### config.mk
export PLATFORM = sky130hd
export DESIGN_NAME = bus_fabric
export DESIGN_NICKNAME = d
export VERILOG_FILES = /design/src/rtl/bus_fabric_pkg.sv /design/src/rtl/bus_addr_decode.sv /design/src/rtl/bus_fabric.sv
export SDC_FILE = /design/constraint.sdc
export NUM_CORES = 1
export LEC_CHECK = 0
export BUFFER_PORTS_ARGS = -buffer_cell sky130_fd_sc_hd__buf_4
export CORE_ASPECT_RATIO = 2
export CORE_MARGIN = 2
export CORE_UTILIZATION = 40
export DETAILED_ROUTE_END_ITERATION = 7
export MAX_ROUTING_LAYER = met4
export PLACE_DENSITY = 0.72
export SETUP_SLACK_MARGIN = 0.4
export SYNTH_ARGS = -nofsm -noshare
export SYNTH_HDL_FRONTEND = slang
export SYNTH_HIERARCHICAL = 1
export SYNTH_SLANG_ARGS = --single-unit
### constraint.sdc
create_clock -name clk -period 2.4 [get_ports clk]
set_input_delay 0.36 -clock clk [delete_from_list [all_inputs] [get_ports clk]]
set_output_delay 0.36 -clock clk [all_outputs]
set_load 0.02 [all_outputs]
### src/rtl/bus_fabric_pkg.sv
// Shared types and helpers for the single-master local-bus fabric.
package bus_fabric_pkg;

    typedef enum logic [1:0] {
        IDLE,
        RD_WAIT,
        WR_WAIT,
        RESP
    } state_t;

    localparam logic [31:0]  DEFAULT_ERR_DATA = 32'hDEAD_BEEF;
    localparam logic [3:0]   LBUS_ADDR_PAD    = 4'h0;
    localparam int unsigned  MAX_SLAVES       = 16;
    localparam int unsigned  SLAVE_IDX_W      = 4;

    // Index of the lowest set bit; 0 when the vector is empty.
    function automatic logic [SLAVE_IDX_W-1:0] lowest_set(input logic [MAX_SLAVES-1:0] vec);
        logic [SLAVE_IDX_W-1:0] idx;
        idx = '0;
        for (int i = int'(MAX_SLAVES) - 1; i >= 0; i--) begin
            if (vec[i]) idx = SLAVE_IDX_W'(i);
        end
        return idx;
    endfunction

endpackage

### src/rtl/bus_addr_decode.sv
// Base/mask address decode producing a priority-resolved one-hot slave select.
module bus_addr_decode
    import bus_fabric_pkg::*;
#(
    parameter int unsigned              NUM_SLAVES = 4,
    parameter logic [NUM_SLAVES*32-1:0] SLAVE_BASE = '0,
    parameter logic [NUM_SLAVES*32-1:0] SLAVE_MASK = '0
) (
    input  logic [31:0]           addr,
    output logic [NUM_SLAVES-1:0] hit,
    output logic                  any_hit
);

    logic [NUM_SLAVES-1:0] raw_hit;

    always_comb begin
        raw_hit = '0;
        for (int k = 0; k < int'(NUM_SLAVES); k++) begin
            raw_hit[k] = (addr & SLAVE_MASK[k*32 +: 32]) == SLAVE_BASE[k*32 +: 32];
        end
    end

    assign any_hit = |raw_hit;

    // Overlapping windows resolve to the lowest slave index.
    assign hit = any_hit ? (NUM_SLAVES'(1) << lowest_set(MAX_SLAVES'(raw_hit))) : '0;

endmodule

### src/rtl/bus_fabric.sv
// Single-master interconnect: address map, busy handshake, response tracking,
// timeout and sticky error reporting.
module bus_fabric
    import bus_fabric_pkg::*;
#(
    parameter int unsigned              NUM_SLAVES = 4,
    parameter logic [NUM_SLAVES*32-1:0] SLAVE_BASE = {32'h3000_0000, 32'h2000_0000,
                                                      32'h1000_0000, 32'h0000_0000},
    parameter logic [NUM_SLAVES*32-1:0] SLAVE_MASK = {4{32'hF000_0000}},
    parameter int unsigned              TIMEOUT    = 255,
    parameter logic [31:0]              ERR_DATA   = DEFAULT_ERR_DATA
) (
    input  logic                     clk,
    input  logic                     reset_n,
    input  logic [31:0]              m_addr,
    input  logic [31:0]              m_wdata,
    input  logic [3:0]               m_wmask,
    input  logic                     m_rstrb,
    output logic [31:0]              m_rdata,
    output logic                     m_rbusy,
    output logic                     m_wbusy,
    output logic [31:0]              s_addr,
    output logic [31:0]              s_wdata,
    output logic [3:0]               s_wstrb,
    output logic [NUM_SLAVES-1:0]    s_wen,
    output logic [NUM_SLAVES-1:0]    s_ren,
    input  logic [NUM_SLAVES-1:0]    s_wready,
    input  logic [NUM_SLAVES*32-1:0] s_rdata,
    input  logic [NUM_SLAVES-1:0]    s_rvalid,
    output logic                     err_irq,
    output logic [31:0]              err_addr,
    input  logic                     err_clr
);

    localparam int unsigned CNT_W = $clog2(TIMEOUT + 1);

    state_t                state_q, state_d;
    logic [31:0]           addr_q, wdata_q, rdata_q, err_addr_q;
    logic [3:0]            wstrb_q;
    logic [NUM_SLAVES-1:0] sel_q, hit;
    logic                  any_hit;
    logic [CNT_W-1:0]      cnt_q;
    logic                  err_irq_q;

    logic                  wr_req, timed_out;
    logic                  accept, rd_done, rd_err, err_evt;
    logic                  sel_rvalid, sel_wready;
    logic [31:0]           sel_rdata, err_src;

    bus_addr_decode #(
        .NUM_SLAVES (NUM_SLAVES),
        .SLAVE_BASE (SLAVE_BASE),
        .SLAVE_MASK (SLAVE_MASK)
    ) u_decode (
        .addr    (m_addr),
        .hit     (hit),
        .any_hit (any_hit)
    );

    assign wr_req     = |m_wmask;
    assign timed_out  = cnt_q == CNT_W'(TIMEOUT);
    assign sel_rvalid = |(s_rvalid & sel_q);
    assign sel_wready = |(s_wready & sel_q);

    // Read data from the latched slave only.
    always_comb begin
        sel_rdata = '0;
        for (int k = 0; k < int'(NUM_SLAVES); k++) begin
            sel_rdata = sel_rdata | (s_rdata[k*32 +: 32] & {32{sel_q[k]}});
        end
    end

    always_ff @(posedge clk or negedge reset_n) begin
        if (!reset_n) state_q <= IDLE;
        else          state_q <= state_d;
    end

    // Next state, slave pulses and busy toward the core.
    always_comb begin
        state_d = state_q;
        s_ren   = '0;
        s_wen   = '0;
        m_rbusy = 1'b0;
        m_wbusy = 1'b0;
        accept  = 1'b0;
        rd_done = 1'b0;
        rd_err  = 1'b0;
        err_evt = 1'b0;
        case (state_q)
            IDLE: begin
                if (wr_req) begin
                    accept  = 1'b1;
                    m_wbusy = 1'b1;
                    s_wen   = hit;
                    if (!any_hit) begin
                        err_evt = 1'b1;
                        state_d = RESP;
                    end else if (|(s_wready & hit)) begin
                        state_d = RESP;
                    end else begin
                        state_d = WR_WAIT;
                    end
                end else if (m_rstrb) begin
                    accept  = 1'b1;
                    m_rbusy = 1'b1;
                    s_ren   = hit;
                    if (!any_hit) begin
                        err_evt = 1'b1;
                        rd_err  = 1'b1;
                        state_d = RESP;
                    end else begin
                        state_d = RD_WAIT;
                    end
                end
            end
            RD_WAIT: begin
                m_rbusy = 1'b1;
                if (sel_rvalid) begin
                    rd_done = 1'b1;
                    state_d = RESP;
                end else if (timed_out) begin
                    err_evt = 1'b1;
                    rd_err  = 1'b1;
                    state_d = RESP;
                end
            end
            WR_WAIT: begin
                m_wbusy = 1'b1;
                if (sel_wready) begin
                    state_d = RESP;
                end else if (timed_out) begin
                    err_evt = 1'b1;
                    state_d = RESP;
                end
            end
            RESP:    state_d = IDLE;
            default: state_d = IDLE;
        endcase
    end

    // In the strobe cycle the slave bus mirrors the core; afterwards it holds the latch.
    assign s_addr  = accept ? {LBUS_ADDR_PAD, m_addr[27:0]} : {LBUS_ADDR_PAD, addr_q[27:0]};
    assign s_wdata = accept ? m_wdata : wdata_q;
    assign s_wstrb = accept ? m_wmask : wstrb_q;
    assign err_src = (state_q == IDLE) ? m_addr : addr_q;

    always_ff @(posedge clk or negedge reset_n) begin
        if (!reset_n) begin
            addr_q  <= '0;
            wdata_q <= '0;
            wstrb_q <= '0;
            sel_q   <= '0;
            cnt_q   <= '0;
            rdata_q <= '0;
        end else begin
            if (accept) begin
                addr_q  <= m_addr;
                wdata_q <= m_wdata;
                wstrb_q <= m_wmask;
                sel_q   <= hit;
                cnt_q   <= CNT_W'(1);
            end else if (state_q == RD_WAIT || state_q == WR_WAIT) begin
                cnt_q <= cnt_q + CNT_W'(1);
            end
            if (rd_done)     rdata_q <= sel_rdata;
            else if (rd_err) rdata_q <= ERR_DATA;
        end
    end

    // Sticky error: first address is kept until software clears; a new error beats a clear.
    always_ff @(posedge clk or negedge reset_n) begin
        if (!reset_n) begin
            err_irq_q  <= 1'b0;
            err_addr_q <= '0;
        end else if (err_evt) begin
            if (!err_irq_q) err_addr_q <= err_src;
            err_irq_q <= 1'b1;
        end else if (err_clr) begin
            err_irq_q <= 1'b0;
        end
    end

    assign m_rdata  = rdata_q;
    assign err_irq  = err_irq_q;
    assign err_addr = err_addr_q;

endmodule

==> flow_metrics.tcl, run 1 <==
set metrics [dict create \
    status "complete, no violations" \
    wl_met1_um 9240 \
    wirelength_um 27200 \
    firstDrtPassIters 5 \
    area_delta_synth_final_pct 74.9 \
    relSlewSlack_pct 58.2 \
    hold_class "in2reg" \
    crit_path_max_fanout 6 \
    drt-wirelength-per-cell_um 21.0 \
    synth_top_area_cell "dfrtp_1" \
    drc 0 \
    setup_viol_count_final 0 \
    slew_violations 0 \
    postSynthCellCount 668 \
    rows 68 \
    p_leak_nw 6.09 \
    met2WireLength_um 15300 \
    crit_start "state_q[1]" \
    fill_cells 1248 \
    first_iter_violations 223 \
    fmaxAchievable_mhz 441 \
    r2r_end "err_addr[0]" \
    register_area_um2 3680 \
    cp-end-kind "primary output" \
    chipHeight_um 191 \
    io_pins 351 \
    worst_ep_required_time_ps 2040 \
    grt.overflow.total 0 \
    viasPerCell 5.31 \
    crit_arrival_ps 1910 \
    r2r-start "state_q[1]" \
    hpwl_um 17400 \
    clock_skew_ps 12.0 \
    clkTransAtPathRegs_ps 60 \
    routed-via-count 6890 \
    die_w_um 97.4 \
    portBuffers 346 \
    slowest_delay_ps 410 \
    tns_ps 0 \
    cts_tree "yes" \
    path_cells "inv_2 > ha_4 > o21a_4 > buf_12 > clkbuf_16 > nand2_2 > nand2_2 > buf_6" \
    die_area_um2 18600 \
    start_util_pct 40.6 \
    crit_top_cell "nand2_2" \
    grt_pass1_vias 7050 \
    power_mw 19.3 \
    routed.top_layer "met4" \
    syn_area_per_cell_um2 10.4 \
    r2r_setup_slack_ps 280 \
    numCtsBuffers 17 \
    rr_worst_depth 11 \
    cap_violations 0 \
    synth-seq-cells 147 \
    startpoint_type "register" \
    grt_util_all_layers_pct 28.2 \
    post-route-period-util_pct 94.4 \
    ir_drop_mv 0.961 \
    seq_area_frac_synth_pct 52.7 \
    h-tree-depth 4 \
    core_um2 17200 \
    synth_cell_types 42 \
    crit_slowest_cell "dfrtp_1" \
    hold_violations 0 \
    multi_input_area_um2 3540 \
    clock_sinks 147 \
    grt_max_degree 55 \
    ys_top_cells_by_area "dfrtp_1 (53%), nand2_1 (12%), mux2_4 (6.5%)" \
    ant_nets 0 \
    min_period_ps 2270 \
    antenna_found_initial 2 \
    final_net_count 1286 \
    rsz0062_at_grt "yes" \
    clk-insertion-delay-late_ps 420 \
    ys_warn_count 6 \
    clk_path_buf_depth 2 \
    p_per_area_nw_per_um2 1580 \
    critPathCapture "s_wdata[0]" \
    tightest_slew_ps 623 \
    met3_length_um 1410 \
    netlist_area_um2 6970 \
    drive_above_1_share_pct 60.1 \
    yosysTopAreaCellShare_pct 52.7 \
    grt_pass1_wl_um 39400 \
    path_class "reg2out" \
    gp_congestion 0.947 \
    cts_root_buffer "clkbuf_16" \
]
flip-flops by register name, indices dropped and copies added (netlist names), 2 cells and up:
signal / count
wdata_q: 32
state_q: 2
addr_q: 32
sel_q: 4
cnt_q: 8
err_addr: 32
m_rdata: 32
wstrb_q: 4
worst max-delay path, delay by kind of cell, from the launching register on:
family	cells	cell delay [ps]
flip-flops	1	410
buffers and inverters	4	520
AO/OA/AOI/OAI	1	210
AND/OR/NAND/NOR	2	160
adder cells (fa/ha/maj)	1	190
worst min-delay path by stage:
stage                        from    endpoint  slack [ps]  cells after the start
after floorplan           reset_n   addr_q[0]          60                      0
after global placement    reset_n  addr_q[12]         340                      1
after detailed placement  reset_n  addr_q[12]         340                      1
after CTS                 err_clr     err_irq         130                      2
after global routing      err_clr     err_irq         150                      2
final                     err_clr     err_irq         150                      2
cells in the mapped netlist:
master / n
o21a_2: 1
a2bb2oi_1: 24
a221oi_1: 33
conb_1: 1
o21ai_1: 1
a21oi_1: 4
or2_2: 3
o31ai_1: 2
and4bb_2: 1
a22o_1: 37
and3_1: 5
inv_1: 14
mux2i_1: 1
nand3b_1: 1
dfrtp_1: 147
o21a_1: 1
nand3_1: 1
nand2_1: 223
a222oi_1: 1
nor4b_1: 2
buf_6: 3
and2_1: 5
xor2_1: 3
o21ai_0: 3
or3_1: 3
nor2_1: 11
nor4_1: 2
o22ai_1: 9
o21ai_2: 1
xnor2_1: 1
ha_1: 5
buf_2: 7
o21ba_2: 1
mux2_2: 34
buf_4: 4
nor3_1: 3
mux2_4: 30
nand4_1: 3
buf_1: 4
a41o_1: 1
clkbuf_1: 31
or4_4: 1
stage by stage:
step	setup slack (ps)	util (%)	area, µm²	cells	hold slack [ps]
after floorplan	412	-	7160	671	64.4
after global placement	138	58.4	10000	1197	343
after detailed placement	118	58.4	10000	1197	342
after CTS	138	67.0	11500	1269	130
after global routing	84.1	71.0	12200	1298	149
final	134	71.0	12200	1298	147
logic make-up after synthesis:
family          synth area share (%)
buf+inv                         4.05
xor+xnor                       0.502
compound gates                  14.2
simple gates                    15.5
other cells                   0.0538
fa+ha+maj                      0.897
mux                             12.1
flops                           52.7
cell type report:
type | instances | share of cell area, %
Multi-Input combinational cell | 461 | 29.0
Clock buffer | 23 | 3.75
Antenna cell | 2 | 0.0410
Timing Repair Buffer | 432 | 32.8
Clock inverter | 9 | 1.65
Inverter | 14 | 0.431
Sequential cell | 147 | 30.2
Tap cell | 210 | 2.15
placed cells by master, fill, tap and decap left out, types with 3 or more instances in the layout:
master and count:
and3_4 4, mux2_2 33, nand2_1 121, clkbuf_16 22, xor2_1 3, and2_4 4, a221oi_1 33, inv_1 10
clkbuf_1 5, or3_1 3, buf_16 9, dfrtp_1 147, bufinv_16 6, buf_4 331, o21ai_0 3, nand2_4 28
nor2_1 10, buf_6 68, conb_1 4, nand4_1 3, a2bb2oi_1 24, inv_2 4, a21oi_1 4, o22ai_1 9
mux2_4 31, ha_4 3, nand2_2 74, buf_12 16, a22o_1 36
power breakdown:
| part | total, mW | switching (mW) | internal, mW | leakage (nW) |
|---|---|---|---|---|
| Clock | 3.01 | 1.03 | 1.98 | 0.316 |
| Sequential | 4.37 | 0.685 | 3.69 | 1.81 |
| Combinational | 11.9 | 5.88 | 6.04 | 3.96 |
| Total | 19.3 | 7.59 | 11.7 | 6.09 |
layer usage:
layer / up-vias / track usage (%)
li1: 3152 / -
met1: 3349 / 29.5
met2: 321 / 50.9
met3: 68 / 5.24
met4: 0 / 12.8
met5: - / -
timing repair:
item / CTS / global route
buffers inserted: 30 / 21
setup endpoints to repair: 138 / 122
gates cloned: 9 / 6
hold endpoints to repair: 48 / 0
hold buffers: 1 / 0
resized for setup: 75 / 100
pin swaps: 18 / 29
No activity file was read; power rests on OpenSTA's default activity.
==> inputs of run 2 (changes only) <==
--- a/config.mk
+++ b/config.mk
@@ -5,13 +5,14 @@
 export SDC_FILE = /design/constraint.sdc
 export NUM_CORES = 1
 export LEC_CHECK = 0
+export ABC_AREA = 1
 export BUFFER_PORTS_ARGS = -buffer_cell sky130_fd_sc_hd__buf_4
 export CORE_ASPECT_RATIO = 2
 export CORE_MARGIN = 2
 export CORE_UTILIZATION = 40
 export DETAILED_ROUTE_END_ITERATION = 7
 export MAX_ROUTING_LAYER = met4
-export PLACE_DENSITY = 0.72
+export PLACE_DENSITY = 0.71
 export SETUP_SLACK_MARGIN = 0.4
 export SYNTH_ARGS = -nofsm -noshare
 export SYNTH_HDL_FRONTEND = slang
==> constraint.sdc (replaced) <==
create_clock -name clk -period 2.1 [get_ports clk]
set_input_delay 0.315 -clock clk [delete_from_list [all_inputs] [get_ports clk]]
set_output_delay 0.315 -clock clk [all_outputs]
set_load 0.02 [all_outputs]
==> run 2 against run 1 <==
The flow now finishes with violations (negative setup slack). Largest power group unchanged. Worst hold slack worse by 58 ps. Non-clock buffer count is 10 lower. Count of clock-buffer cells in the layout is 5 lower.
==> flow_metrics.tcl, run 2 <==
set metrics [dict create \
    yosysMostFrequentCell "nand2_1" \
    synth_top_area_cell "dfrtp_1" \
    grt_pass1_wl_um 40400 \
    gp_congestion 0.892 \
    ys_top_cells_by_area "dfrtp_1 (51%), nand2_1 (15%), a22o_1 (6.6%)" \
    layout_setup_ws_ps -12.4 \
    seq_area_frac_synth_pct 50.6 \
    utilization_pct 71.2 \
    cap_violations 0 \
    drc 0 \
    r2r_setup_slack_ps 180 \
    tightest_slew_ps 538 \
    relSlewSlack_pct 63.9 \
    wirelength_um 28700 \
    r2r-start "state_q[0]" \
    clk_path_buf_depth 2 \
    chipHeight_um 195 \
    die_area_um2 19300 \
    holdPathEnd "err_irq" \
    antenna_found_initial 0 \
    synth_edf_count 0 \
    p_int_mw 11.8 \
    pwr-share-seq_pct 22.6 \
    hold_class "in2reg" \
    slew_violations 0 \
    grt_max_degree 50 \
    hold_violations 0 \
    h-tree-depth 4 \
    layout_common_cells "buf_4 (316), nand2_1 (198), dfrtp_1 (146)" \
    rsz0062_at_grt "yes" \
    cts_root_buffer "clkbuf_16" \
    clock_sinks 147 \
    r2r_end "state_q[0]" \
    combPwrFrac_pct 62.4 \
    async_reset_ff_share_pct 100 \
    clkPwrFrac_pct 15.0 \
    p_per_area_nw_per_um2 1660 \
    hold_ws_ps 88.8 \
    p_leak_nw 6.28 \
    n_antenna_cell 0 \
    rr_worst_depth 11 \
    cp-end-kind "primary output" \
    postSynthCellCount 879 \
    crit_path_max_fanout 10 \
    power_mw 21.0 \
    clkTransAtPathRegs_ps 70 \
    crit_arrival_ps 1800 \
    fmaxAchievable_mhz 473 \
    routed-via-count 7885 \
    ys_warn_count 6 \
    yosysTopAreaCellShare_pct 50.6 \
    final_net_count 1481 \
    drt-wirelength-per-cell_um 19.2 \
    start_util_pct 40.9 \
    clock_skew_ps 8.69 \
    rows 69 \
    numCtsBuffers 17 \
    synth-seq-cells 147 \
    viasPerCell 5.28 \
    min_period_ps 2110 \
    grt.overflow.total 0 \
    clk-insertion-delay-late_ps 420 \
    worstHoldStart "err_clr" \
    synth_commonest_cells "nand2_1 (296), dfrtp_1 (147), o21ai_0 (86)" \
    hpwl_um 18400 \
    worst_ep_required_time_ps 1780 \
    area_delta_synth_final_pct 74.3 \
    ant_nets 0 \
    syn_area_per_cell_um2 8.27 \
    violations "negative setup slack" \
    io_pins 351 \
    first_iter_violations 330 \
    die_w_um 99.3 \
    layout_commonest_cell "buf_4" \
    grt_util_all_layers_pct 27.5 \
    firstDrtPassIters 5 \
    path_class "reg2out" \
    synth_cell_types 29 \
    grt_pass1_vias 7693 \
    switchingPower_mw 9.16 \
    drive_above_1_share_pct 51.0 \
    pre_cts_slack_ps 156 \
    ys.flop_type "dfrtp_1" \
    swShare_pct 43.6 \
    status "finished, violations left" \
    worst_hold_path.num_cells 2 \
    post-route-period-util_pct 101 \
    tns_ps -17.3 \
    netlist_area_um2 7270 \
    setup_viol_count_final 4 \
    cts_tree "yes" \
    core_um2 17800 \
    ir_drop_mv 1.14 \
    startpoint_type "register" \
    portBuffers 346 \
]
-- run 2: cell types whose count changed in the layout (fill, tap and decap cells not counted), moves of 19 or more --
cell,previous run,this run
o21ai_2,0,36
mux2_4,31,0
a2bb2oi_1,24,0
inv_1,10,52
nand4_1,3,34
nor2_1,10,43
mux2_2,33,0
nand2_1,121,198
a22o_1,36,55
o21ai_0,3,22
a221oi_1,33,0
-- run 2: worst max-delay path, stage by stage (launching register included) --
cell       delay, ps
dfrtp_1          390
inv_2             90
ha_4             180
nand2_8          100
clkinv_8         120
clkbuf_16        180
nand2_1           90
o21ai_4           70
buf_6            140
-- run 2: power groups by stage --
stage / clock, mW / sequential [mW] / combinational [mW]
2_1_floorplan: 0 / 5.19 / 5.20
3_3_place_gp: 0 / 4.63 / 9.29
3_5_place_dp: 0 / 4.69 / 9.38
4_1_cts: 3.21 / 4.66 / 10.7
5_1_grt: 3.31 / 4.86 / 13.9
6_report: 3.16 / 4.74 / 13.1
-- run 2: through the flow --
stage,instances,instance area (µm²)
floorplan,882,7530
global placement,1408,10300
detailed placement,1408,10300
CTS,1459,11400
global route,1494,12700
finish,1494,12700
-- run 2: layer usage --
metal  part of all wire, %  vias up  track usage (%)
met1                    33     3797             28.0
met2                    57      332             50.4
met3                   5.5       77             4.82
met4                   4.1        0             12.0
li1                      -     3679                -
met5                     0        -                -
-- run 2: timing repair --
| action | in CTS | in global routing |
|---|---|---|
| pin swaps | 6 | 63 |
| resized for setup | 80 | 222 |
| gates cloned | 7 | 19 |
| endpoints found under the hold margin | 44 | 0 |
| hold buffers | 1 | 0 |
| buffers inserted | 11 | 16 |
| setup endpoints to repair | 128 | 133 |
-- run 2: final cells by class --
class / count / area (µm²)
Timing Repair Buffer: 422 / 3930
Timing Repair inverter: 1 / 11.3
Fill cell: 1388 / 5110
Inverter: 63 / 277
Multi-Input combinational cell: 616 / 3900
Tap cell: 213 / 267
Clock buffer: 18 / 429
Sequential cell: 147 / 3680
Clock inverter: 14 / 178
-- run 2: cell families after synthesis --
logic type,Yosys count,share of synthesized area (%)
AO/OA/AOI/OAI,168,14.8
flip-flops,147,50.6
buffers and inverters,122,7.75
AND/OR/NAND/NOR,435,25.9
other,1,0.0516
adder cells (fa/ha/maj),5,0.861
XOR/XNOR,1,0.121
-- run 2: how the worst max path moves through the flow --
stage / end / slack [ps] / cells past startpoint / start
global placement: s_addr[26] / 160 / 9 / m_wmask[0]
floorplan: s_wstrb[1] / 380 / 7 / state_q[1]
finish: s_addr[8] / -10 / 8 / state_q[0]
detailed placement: s_addr[27] / 160 / 8 / m_wmask[0]
global route: s_addr[13] / -80 / 8 / state_q[0]
CTS: s_wdata[24] / 5 / 8 / state_q[1]
==> inputs of run 3 (changes only) <==
--- a/config.mk
+++ b/config.mk
@@ -7,12 +7,12 @@
 export LEC_CHECK = 0
 export ABC_AREA = 1
 export BUFFER_PORTS_ARGS = -buffer_cell sky130_fd_sc_hd__buf_4
+export CAP_MARGIN = 30
 export CORE_ASPECT_RATIO = 2
 export CORE_MARGIN = 2
-export CORE_UTILIZATION = 40
+export CORE_UTILIZATION = 35
 export DETAILED_ROUTE_END_ITERATION = 7
 export MAX_ROUTING_LAYER = met4
-export PLACE_DENSITY = 0.71
 export SETUP_SLACK_MARGIN = 0.4
 export SYNTH_ARGS = -nofsm -noshare
 export SYNTH_HDL_FRONTEND = slang
==> run 3 against run 2 <==
The run still ends with negative setup slack left. Non-clock buffer count fell by 26. Via count down 5.2%. Global-route usage fell by 1.8 points. Routed wire length fell by 4.4%. Worst hold slack worse by 42 ps. Worst setup slack gained 4.8 ps. Utilization decreased by 12 points. Sequential share of layout area increased by 1.6 points. First-iteration DRC count rose by 16%. Sequential cell count stayed put. Die area rose by 14%. Critical path type unchanged.
==> flow_metrics.tcl, run 3 (synthesis gave the netlist of run 2 again) <==
set metrics [dict create \
    cp-end-kind "primary output" \
    cts_root_buffer "clkbuf_16" \
    drc 0 \
    fmaxAchievable_mhz 474 \
    clkTransAtPathRegs_ps 60 \
    grt_util_all_layers_pct 25.7 \
    crit_arrival_ps 1790 \
    ir_drop_mv 1.10 \
    clock_sinks 147 \
    tns_ps -9.91 \
    layout_commonest_cell "buf_4" \
    setup_viol_count_final 2 \
    final_net_count 1453 \
    clock_skew_ps 6.95 \
    start_util_pct 35.7 \
    viasPerCell 4.92 \
    worst_ep_required_time_ps 1780 \
    layout_common_cells "buf_4 (334), nand2_1 (220), dfrtp_1 (147)" \
    fill_cells 1916 \
    swShare_pct 43.9 \
    routed-via-count 7478 \
    path_class "reg2out" \
    pwr-share-seq_pct 24.8 \
    layout_setup_ws_ps -7.61 \
    grt_pass1_vias 7448 \
    gp_congestion 0.869 \
    p_per_area_nw_per_um2 1580 \
    io_pins 351 \
    antenna_found_initial 1 \
    crit_path_max_fanout 18 \
    h-tree-depth 4 \
    utilization_pct 59.0 \
    numCtsBuffers 17 \
    chipHeight_um 208 \
    drive_above_1_share_pct 46.5 \
    final_area_um2 12000 \
    die_area_um2 22000 \
    grt_max_degree 51 \
    die_w_um 106 \
    clkPwrFrac_pct 16.7 \
    p_leak_nw 5.96 \
    first_iter_violations 383 \
    startpoint_type "register" \
    violations "negative setup slack" \
    hold_class "in2reg" \
    area_delta_synth_final_pct 65.3 \
    clk-insertion-delay-late_ps 430 \
    min_period_ps 2110 \
    cts_tree "yes" \
    combPwrFrac_pct 58.4 \
    worstHoldStart "err_clr" \
    crit_start "state_q[1]" \
    rsz0062_at_grt "yes" \
    ant_nets 0 \
    firstDrtPassIters 4 \
    post-route-period-util_pct 100 \
    hpwl_um 19400 \
    r2r-start "state_q[1]" \
    clk_path_buf_depth 2 \
    p_int_mw 10.7 \
    cap_violations 0 \
    wirelength_um 27500 \
    place_area_um2 10300 \
    rows 74 \
    slew_violations 0 \
    grt_pass1_wl_um 41700 \
    switchingPower_mw 8.33 \
    drt-wirelength-per-cell_um 18.1 \
    status "finished, violations left" \
    portBuffers 346 \
    grt.overflow.total 0 \
    core_um2 20400 \
    hold_violations 0 \
]
run 3: cell types whose count changed in the layout (fill, tap and decap cells not counted), sizes merged:
cell	delta
diode	+1
buf	-14
clkbuf	-11
inv	-1
clkinvlp	-1
nand3	-1
run 3: final timing paths:
| check | endpoint | slack, ps | cells past startpoint |
|---|---|---|---|
| max | s_addr[12] | -8 | 8 |
| min | err_irq | 50 | 2 |
| max reg2reg | m_rdata[6] | 110 | 12 |
| min reg2reg | err_addr[6] | 470 | 2 |
| max in group asynchronous | err_addr[11] | 1060 | 3 |
| min in group asynchronous | m_rdata[14] | 380 | 2 |
run 3: critical path, stage by stage, from the launching register on:
cell and delay, ps:
dfrtp_1 390, inv_2 90, ha_4 190, nand2_8 80, clkinv_8 110, buf_12 160, nand2_1 100, o21ai_4 90
buf_6 140
run 3: through the flow:
stage | cells | setup WS, ps | hold slack, ps | power, mW
detailed placement | 1459 | 145 | 273 | 14.1
global route | 1520 | -102 | 40.3 | 20.1
finish | 1520 | -7.61 | 46.9 | 19.0
CTS | 1517 | -10.7 | 54.4 | 18.8
global placement | 1459 | 183 | 274 | 14.0
floorplan | 882 | 378 | 19.4 | 10.4
run 3: final cells by class:
cell class / instances / area (µm²) / area share (%)
timing repair buffer: 396 / 3370 / 28.0
multi-input combinational: 615 / 3740 / 31.2
antenna: 1 / 2.50 / 0.0208
clock buffer: 19 / 453 / 3.77
inverter: 63 / 275 / 2.29
sequential: 147 / 3680 / 30.6
tap: 266 / 333 / 2.77
clock inverter: 13 / 158 / 1.31
run 3: per-layer routing:
metal / part of all wire [%] / track usage [%] / up-vias / wire length, µm
met2: 57 / 48.3 / 275 / 15700
li1: - / - / 3614 / -
met3: 5.6 / 5.46 / 50 / 1540
met1: 33 / 24.4 / 3539 / 9200
met5: 0 / - / - / 0
met4: 3.8 / 11.6 / 0 / 1060
run 3: what timing repair did:
action | CTS | global route
buffers inserted | 18 | 2
setup endpoints to repair | 134 | 141
gates resized for setup | 149 | 46
hold buffers | 1 | 0
hold endpoints to repair | 40 | 0
gates cloned | 7 | 0
pin swaps | 26 | 34
run 3: power by group through the flow:
stage          Clock [mW]  Sequential (mW)  Combinational (mW)
6_report             3.18             4.72                11.1
3_3_place_gp            0             4.65                9.37
2_1_floorplan           0             5.19                5.20
4_1_cts              3.26             4.67                10.9
3_5_place_dp            0             4.68                9.44
5_1_grt              3.35             4.85                11.9
